File: config.mk
export PLATFORM = sky130hd
export DESIGN_NAME = vm_change_dispenser
export DESIGN_NICKNAME = d
export VERILOG_FILES = /design/src/rtl/vm_change_dispenser.sv
export SDC_FILE = /design/constraint.sdc
export NUM_CORES = 1
export LEC_CHECK = 0
export CORE_ASPECT_RATIO = 0.5
export CORE_MARGIN = 4
export CORE_UTILIZATION = 55
export CTS_BUF_LIST = sky130_fd_sc_hd__clkbuf_8
export CTS_CLUSTER_DIAMETER = 80
export DETAILED_ROUTE_END_ITERATION = 12
export PLACE_DENSITY = 0.84
export SKIP_CTS_REPAIR_TIMING = 1
export SLEW_MARGIN = 15
export SYNTH_ARGS = -nofsm -noshare
export SYNTH_HDL_FRONTEND = slang
export SYNTH_SLANG_ARGS = --single-unit
File: constraint.sdc
create_clock -name clk -period 5.8 [get_ports clk]
set_input_delay 1.16 -clock clk [delete_from_list [all_inputs] [get_ports clk]]
set_output_delay 1.16 -clock clk [all_outputs]
set_load 0.005 [all_outputs]
File: src/rtl/vm_change_dispenser.sv
// Change payout for the vending machine: greedy quarter/dime/nickel selection,
// one coin per valid/ack handshake, saturating refillable inventory.
// Optional ack watchdog enabled by defining VM_CHANGE_TIMEOUT_EN.
module vm_change_dispenser #(
  parameter int AMT_W    = 8,
  parameter int INV_W    = 4,
  parameter int INIT_CNT = 0,
  parameter int TIMEOUT  = 16
) (
  input  logic             clk,
  input  logic             rst,
  input  logic             change_valid,
  input  logic [AMT_W-1:0] change_amt,
  output logic             change_ready,
  input  logic             refill_valid,
  input  logic [1:0]       refill_type,
  input  logic [INV_W-1:0] refill_cnt,
  output logic             coin_valid,
  output logic [1:0]       coin_type,
  input  logic             coin_ack,
  output logic             done,
  output logic [AMT_W-1:0] shortfall,
  output logic             busy,
  output logic [INV_W-1:0] n_cnt,
  output logic [INV_W-1:0] d_cnt,
  output logic [INV_W-1:0] q_cnt,
  output logic             fault
);

  localparam logic [1:0] IDLE     = 2'd0;
  localparam logic [1:0] SELECT   = 2'd1;
  localparam logic [1:0] DISPENSE = 2'd2;

  localparam logic [1:0] COIN_N = 2'd1;
  localparam logic [1:0] COIN_D = 2'd2;
  localparam logic [1:0] COIN_Q = 2'd3;

  localparam logic [INV_W-1:0] INV_MAX  = '1;
  localparam logic [INV_W-1:0] INV_INIT = INV_W'(INIT_CNT);

  logic [1:0]       state;
  logic [AMT_W-1:0] remaining;
  logic [1:0]       pick;
  logic             ack_take;
  logic             to_fire;

  function automatic logic [AMT_W-1:0] coin_value(input logic [1:0] t);
    case (t)
      COIN_Q:  return AMT_W'(25);
      COIN_D:  return AMT_W'(10);
      COIN_N:  return AMT_W'(5);
      default: return '0;
    endcase
  endfunction

  // Decrement-by-ack and refill can land on the same edge; clamp at the counter maximum.
  function automatic logic [INV_W-1:0] sat_update(input logic [INV_W-1:0] cnt,
                                                  input logic dec,
                                                  input logic add_en,
                                                  input logic [INV_W-1:0] add);
    logic [INV_W:0] sum;
    sum = {1'b0, cnt} - {{INV_W{1'b0}}, dec} + (add_en ? {1'b0, add} : {(INV_W+1){1'b0}});
    return (sum > {1'b0, INV_MAX}) ? INV_MAX : sum[INV_W-1:0];
  endfunction

  assign change_ready = (state == IDLE);
  assign busy         = (state != IDLE);
  assign ack_take     = (state == DISPENSE) && coin_ack;

  // Greedy choice: largest coin that fits and is in stock.
  always_comb begin
    pick = 2'd0;
    if (remaining >= AMT_W'(25) && q_cnt != '0)      pick = COIN_Q;
    else if (remaining >= AMT_W'(10) && d_cnt != '0) pick = COIN_D;
    else if (remaining >= AMT_W'(5) && n_cnt != '0)  pick = COIN_N;
  end

  always_ff @(posedge clk or negedge rst) begin
    if (!rst) begin
      n_cnt <= INV_INIT;
      d_cnt <= INV_INIT;
      q_cnt <= INV_INIT;
    end else begin
      n_cnt <= sat_update(n_cnt, ack_take && coin_type == COIN_N,
                          refill_valid && refill_type == COIN_N, refill_cnt);
      d_cnt <= sat_update(d_cnt, ack_take && coin_type == COIN_D,
                          refill_valid && refill_type == COIN_D, refill_cnt);
      q_cnt <= sat_update(q_cnt, ack_take && coin_type == COIN_Q,
                          refill_valid && refill_type == COIN_Q, refill_cnt);
    end
  end

  always_ff @(posedge clk or negedge rst) begin
    if (!rst) begin
      state      <= IDLE;
      remaining  <= '0;
      coin_valid <= 1'b0;
      coin_type  <= 2'd0;
      done       <= 1'b0;
      shortfall  <= '0;
    end else begin
      done <= 1'b0;
      case (state)
        IDLE: begin
          if (change_valid) begin
            remaining <= change_amt;
            state     <= SELECT;
          end
        end
        SELECT: begin
          if (pick != 2'd0) begin
            coin_valid <= 1'b1;
            coin_type  <= pick;
            state      <= DISPENSE;
          end else begin
            done      <= 1'b1;
            shortfall <= remaining;
            state     <= IDLE;
          end
        end
        DISPENSE: begin
          if (coin_ack) begin
            coin_valid <= 1'b0;
            remaining  <= remaining - coin_value(coin_type);
            state      <= SELECT;
          end else if (to_fire) begin
            // Abandoned coin stays counted as unpaid; inventory untouched.
            coin_valid <= 1'b0;
            done       <= 1'b1;
            shortfall  <= remaining;
            state      <= IDLE;
          end
        end
        default: state <= IDLE;
      endcase
    end
  end

`ifdef VM_CHANGE_TIMEOUT_EN
  localparam int TO_W = $clog2(TIMEOUT + 1);

  logic [TO_W-1:0] to_cnt;

  assign to_fire = (state == DISPENSE) && !coin_ack && (to_cnt == TO_W'(TIMEOUT - 1));

  always_ff @(posedge clk or negedge rst) begin
    if (!rst) begin
      to_cnt <= '0;
      fault  <= 1'b0;
    end else begin
      if (state == SELECT)
        to_cnt <= '0;
      else if (state == DISPENSE && !coin_ack && !to_fire)
        to_cnt <= to_cnt + 1'b1;
      if (to_fire)
        fault <= 1'b1;
    end
  end
`else
  assign to_fire = 1'b0;
  assign fault   = 1'b0;

  if (TIMEOUT < 1) begin : g_timeout_chk
    $error("TIMEOUT must be at least 1");
  end
`endif

endmodule

After elaboration in Yosys (flattened, before gate mapping) --
Index checks and enable logic that the tools add are counted.
Storage, ports and cells: logic and storage cells 81, output and inout bits 27, input bits 19, bits in registers 34
Operators by class: eq/ne operators 11, bitwise logic cells 1, $add $sub $neg 7, order comparisons 6, multiplexer cells 24, reduce and logical (&&, ||, !) cells 23
Operators by type and width (count):
- two-way mux 8 bit | 4
- two-way mux 4 bit | 6
- case mux 8 bit (2 select lines) | 1
- adder 5 x 4 -> 5 bit | 3
- > comparator 5 x 4 -> 1 bit, second input constant | 3
- case mux 5 bit (3 select lines) | 1
- subtractor 4 x 1 -> 5 bit | 3
- nonzero test 4 bit | 3
- equality test 2 bit, second input constant | 5
- logical AND 1 bit | 10
- two-way mux 2 bit | 5
- greater-or-equal comparator 8 x 3 -> 1 bit, second input constant | 1
- greater-or-equal comparator 8 x 4 -> 1 bit, second input constant | 1
- greater-or-equal comparator 8 x 5 -> 1 bit, second input constant | 1
- nonzero test 2 bit | 4
- subtractor 8 bit | 1
- equality test 2 x 1 -> 1 bit, second input constant | 3
- inequality test 2 bit, second input constant | 3
- case mux 2 bit (3 select lines) | 1
- AND reduction 2 bit | 3
- AND reduction 3 bit | 2
- two-way mux 1 bit | 5
- zero test 2 bit | 1
- case mux 1 bit (2 select lines) | 1
- NOT 1 bit | 1

Depth between registers and ports, before layout --
word-level depth 8, mapped depth 12, gate-level depth less buffers 11

Least setup slack after synthesis --
Ideal clock, no wire load.
kind input-to-reg, start point input port refill_type[1], end point register n_cnt[0], buffers on the path 0, required time 5672 ps, path slack 2681 ps, setup time 128 ps, stages on the path 10, arrival 2991 ps, path through and3b_1 > nand2_1 > ha_1 > inv_1 > ha_1 > fa_1 > a21o_1 > a21oi_1 > xor2_1 > nand2b_1
Between the ends: cells in the longest elaborated chain, start to end 6
Ends and longest elaborated chain:
- start, declared | RTL line 16 | input logic [1:0] refill_type,
- equality test 2 x 1 -> 1 bit * | RTL line 85 | refill_valid && refill_type == COIN_N, refill_cnt);
- logical AND 1 bit * | RTL line 85
- two-way mux 4 bit * | RTL line 62 | sum = {1'b0, cnt} - {{INV_W{1'b0}}, dec} + (add_en ? {1'b0, add} : {(INV_W+1){1'b0}});
- adder 5 x 4 -> 5 bit * | RTL line 62
- > comparator 5 x 4 -> 1 bit | RTL line 63 | return (sum > {1'b0, INV_MAX}) ? INV_MAX : sum[INV_W-1:0];
- two-way mux 4 bit * | RTL line 63
- end signal, assigned | RTL line 84 | n_cnt <= sat_update(n_cnt, ack_take && coin_type == COIN_N,
- end, declared | RTL line 24 | output logic [INV_W-1:0] n_cnt,
Mark *: on every way between the ends. The rest lies on a longest branch, timed or not. A chain may end at the register's enable or synchronous reset.

Worst setup path in the final report --
start point input port refill_type[1], end point register q_cnt[1]
Between the ends: cells in the longest elaborated chain, start to end 6
Ends and longest elaborated chain:
- equality test 2 bit * | RTL line 89 | refill_valid && refill_type == COIN_Q, refill_cnt);
- logical AND 1 bit * | RTL line 89
- two-way mux 4 bit * | RTL line 62
- adder 5 x 4 -> 5 bit * | RTL line 62
- > comparator 5 x 4 -> 1 bit | RTL line 63
- two-way mux 4 bit * | RTL line 63
- end signal, assigned | RTL line 88 | q_cnt <= sat_update(q_cnt, ack_take && coin_type == COIN_Q,
- end, declared | RTL line 26 | output logic [INV_W-1:0] q_cnt,
Marked as above.

==> metrics.md <==
| Metric | Value |
|---|---|
| Status | `completed` |
| Final core utilization | `73.0%` |
| Yosys cell types | `40` |
| Crit. End Element | `flip-flop` |
| Most common cell in the netlist | `inv_1` |
| GRT Total Usage | `20.2%` |
| Die area | `5470 um2` |
| CP arrival | `3630 ps` |
| Sink Count | `34` |
| Layout cells sized above 1 | `7.02%` |
| Drt first pass iters | `4` |
| Post-synth EDFFs | `0` |
| Area grow syn2layout | `24.4%` |
| Rel. slew slack | `30.6%` |
| Avg Synthesized Cell Area | `9.40 um2` |
| Core area | `4020 um2` |
| Setup crit start kind | `primary input` |
| Worst-path maximum fanout | `4` |
| Max-Cap Viols | `0` |
| Ys async rst share | `100%` |
| Via-per-instance ratio | `5.33` |
| Final hold vios | `0` |
| Post-route setup TNS | `0 ps` |
| Rows | `16` |
| Clock Tree Buf Depth | `2` |
| Wire per inst | `13.9 um` |
| Finish-stage setup viols | `0` |
| Die Wd | `101 um` |
| Post-route DRC violation count | `0` |
| P_leak | `0.00145 uW` |
| Yosys reg bits | `34` |
| Biggest area consumer among synthesized cells | `dfrtp_1` |
| Post-Route WL | `4.92 mm` |
| IO Port Bufs | `44` |
| Drt initial violations | `68` |
| Synth area leaders | `dfrtp_1 36%, ha_1 15%, inv_1 6.0%` |
| Min cycle time layout | `3460 ps` |
| Commonest cells post-synth | `38 x inv_1, 34 x dfrtp_1, 29 x ha_1, 29 x nand2_1, 16 x a21oi_1` |
| Vias | `1,880` |
| HP Class | `flip-flop to flip-flop` |
| Setup CP Type | `primary input to flip-flop` |
| Synth warn | `0` |
| Seq/Total Area, Yosys | `36.1%` |
| Mapped cell area | `2360 um2` |
| Initial antenna violation count | `0` |
| Worst skew pair latency | `290 ps` |
| Diode count | `0` |
| Ports | `46` |
| Final net count | `350` |
| Total power | `1340 uW` |
| Top cell type's share of synthesized area | `36.1%` |
| Placer Congestion | `0.807` |
| Pins Over Slew Limit | `0` |
| Upper clock frequency limit | `0.289 GHz` |
| Number of global-route vias before repair | `1,916` |
| Count of mapped cells out of synthesis | `251` |
| Worst VDD drop | `224 uV` |
| Synth Flop Type | `dfrtp_1` |
| RSZ-0062 raised after global routing | `false` |
| Reg clk slew, reported paths | `70 ps` |
| Final period util | `59.7%` |
| Initial Utilization | `58.6%` |
| TritonCTS Buffers | `5` |
| Grt total ovfl | `0` |
| CTS tree | `done` |
| Pin slew with the least headroom to its limit | `1040 ps` |
| H-Tree Depth | `2` |
| Largest net degree at the start of global routing | `35` |
| Die Y | `54.3 um` |
| Cell Pwr Density | `456 nW/um2` |
| Dpl hpwl | `3.98 mm` |
| Syn Nets | `303` |
| Final antenna-violating net count | `0` |
| WP data required | `5960 ps` |
| Clk root buf | `clkbuf_8` |
| First-pass GRT wire length | `8.46 mm` |
| Worst Skew | `5.97 ps` |
## area by class of cell
cell class / instances / area, um2
multi-input cells: 174 / 1340
fillers: 305 / 1090
flip-flops and latches: 34 / 851
repair buffers: 45 / 448
inverters: 38 / 143
clock buffers: 6 / 82.6
well taps: 54 / 67.6
clock inverters: 2 / 8.76
## cell usage in the layout (no fill, tap or decap), types with 5 or more instances in the layout
| cell | netlist | routed |
|---|---|---|
| nand2_1 | 29 | 29 |
| a31oi_1 | 5 | 5 |
| clkdlybuf4s50_1 | 0 | 44 |
| dfrtp_1 | 34 | 34 |
| a21o_1 | 7 | 7 |
| a21oi_1 | 16 | 16 |
| nor2b_1 | 7 | 7 |
| xor2_1 | 6 | 6 |
| nand2b_1 | 10 | 10 |
| inv_1 | 38 | 39 |
| nor3_1 | 5 | 5 |
| ha_1 | 29 | 29 |
| nor2_1 | 14 | 14 |
| clkbuf_8 | 0 | 6 |
| mux2_4 | 8 | 8 |
## registers in the layout, indices dropped and copies added, names as in the netlist
signal	count
coin_valid	1
done	1
shortfall	8
q_cnt	4
n_cnt	4
d_cnt	4
remaining	8
coin_type	2
state	2
## critical path: stages
cell and delay [ps]:
clkdlybuf4s50_1 490, and3_1 220, nand2_1 80, ha_1 270
inv_1 40, ha_1 200, fa_1 410, a21o_1 180
a21oi_1 180, xor2_1 300, nand2b_1 100
## where the power goes
part           internal [uW]  switching [uW]  total, uW
Sequential               317             100        417
Combinational            367             374        741
Clock                   94.0            86.2        180
## final timing paths
check | start | to | slack (ps) | cells past startpoint
worst min-delay path | coin_valid$_DFFE_PN0P_ | coin_valid$_DFFE_PN0P_ | 500 | 2
min in group asynchronous | rst | n_cnt[3]$_DFF_PN0_ | 1270 | 2
worst min register to register | coin_valid$_DFFE_PN0P_ | coin_valid$_DFFE_PN0P_ | 500 | 2
worst max-delay path | refill_type[1] | q_cnt[1]$_DFF_PN0_ | 2340 | 11
worst max register to register | state[1]$_DFFE_PN0P_ | q_cnt[1]$_DFF_PN0_ | 2810 | 11
max in group asynchronous | rst | shortfall[7]$_DFFE_PN0P_ | 4210 | 2
## metrics by stage
step / std cells / setup slack (ps) / instance area, um2 / hold slack (ps)
CTS: 353 / 2310 / 2940 / 494
floorplan: 251 / 2680 / 2360 / 470
finish: 353 / 2340 / 2940 / 495
global placement: 345 / 2090 / 2850 / 462
global route: 353 / 2120 / 2940 / 528
detailed placement: 345 / 2000 / 2850 / 478
## cells by family (layout without fill, tap and decap cells)
family,after synthesis,count (layout),share of synthesized area [%]
compound gates,45,45,12.2
xor+xnor,9,9,3.34
fa+ha+maj,33,33,18.8
buf+inv,43,91,7.32
flops,34,34,36.1
mux,9,9,5.51
other cells,1,1,0.159
simple gates,77,77,16.6
## layer usage
| layer | routed length [um] | track usage, % |
|---|---|---|
| met4 | 48 | 6.04 |
| met3 | 256 | 4.83 |
| met5 | 0 | 0 |
| met1 | 2240 | 24.2 |
| met2 | 2370 | 36.8 |
(Power assumes the default switching activity.)
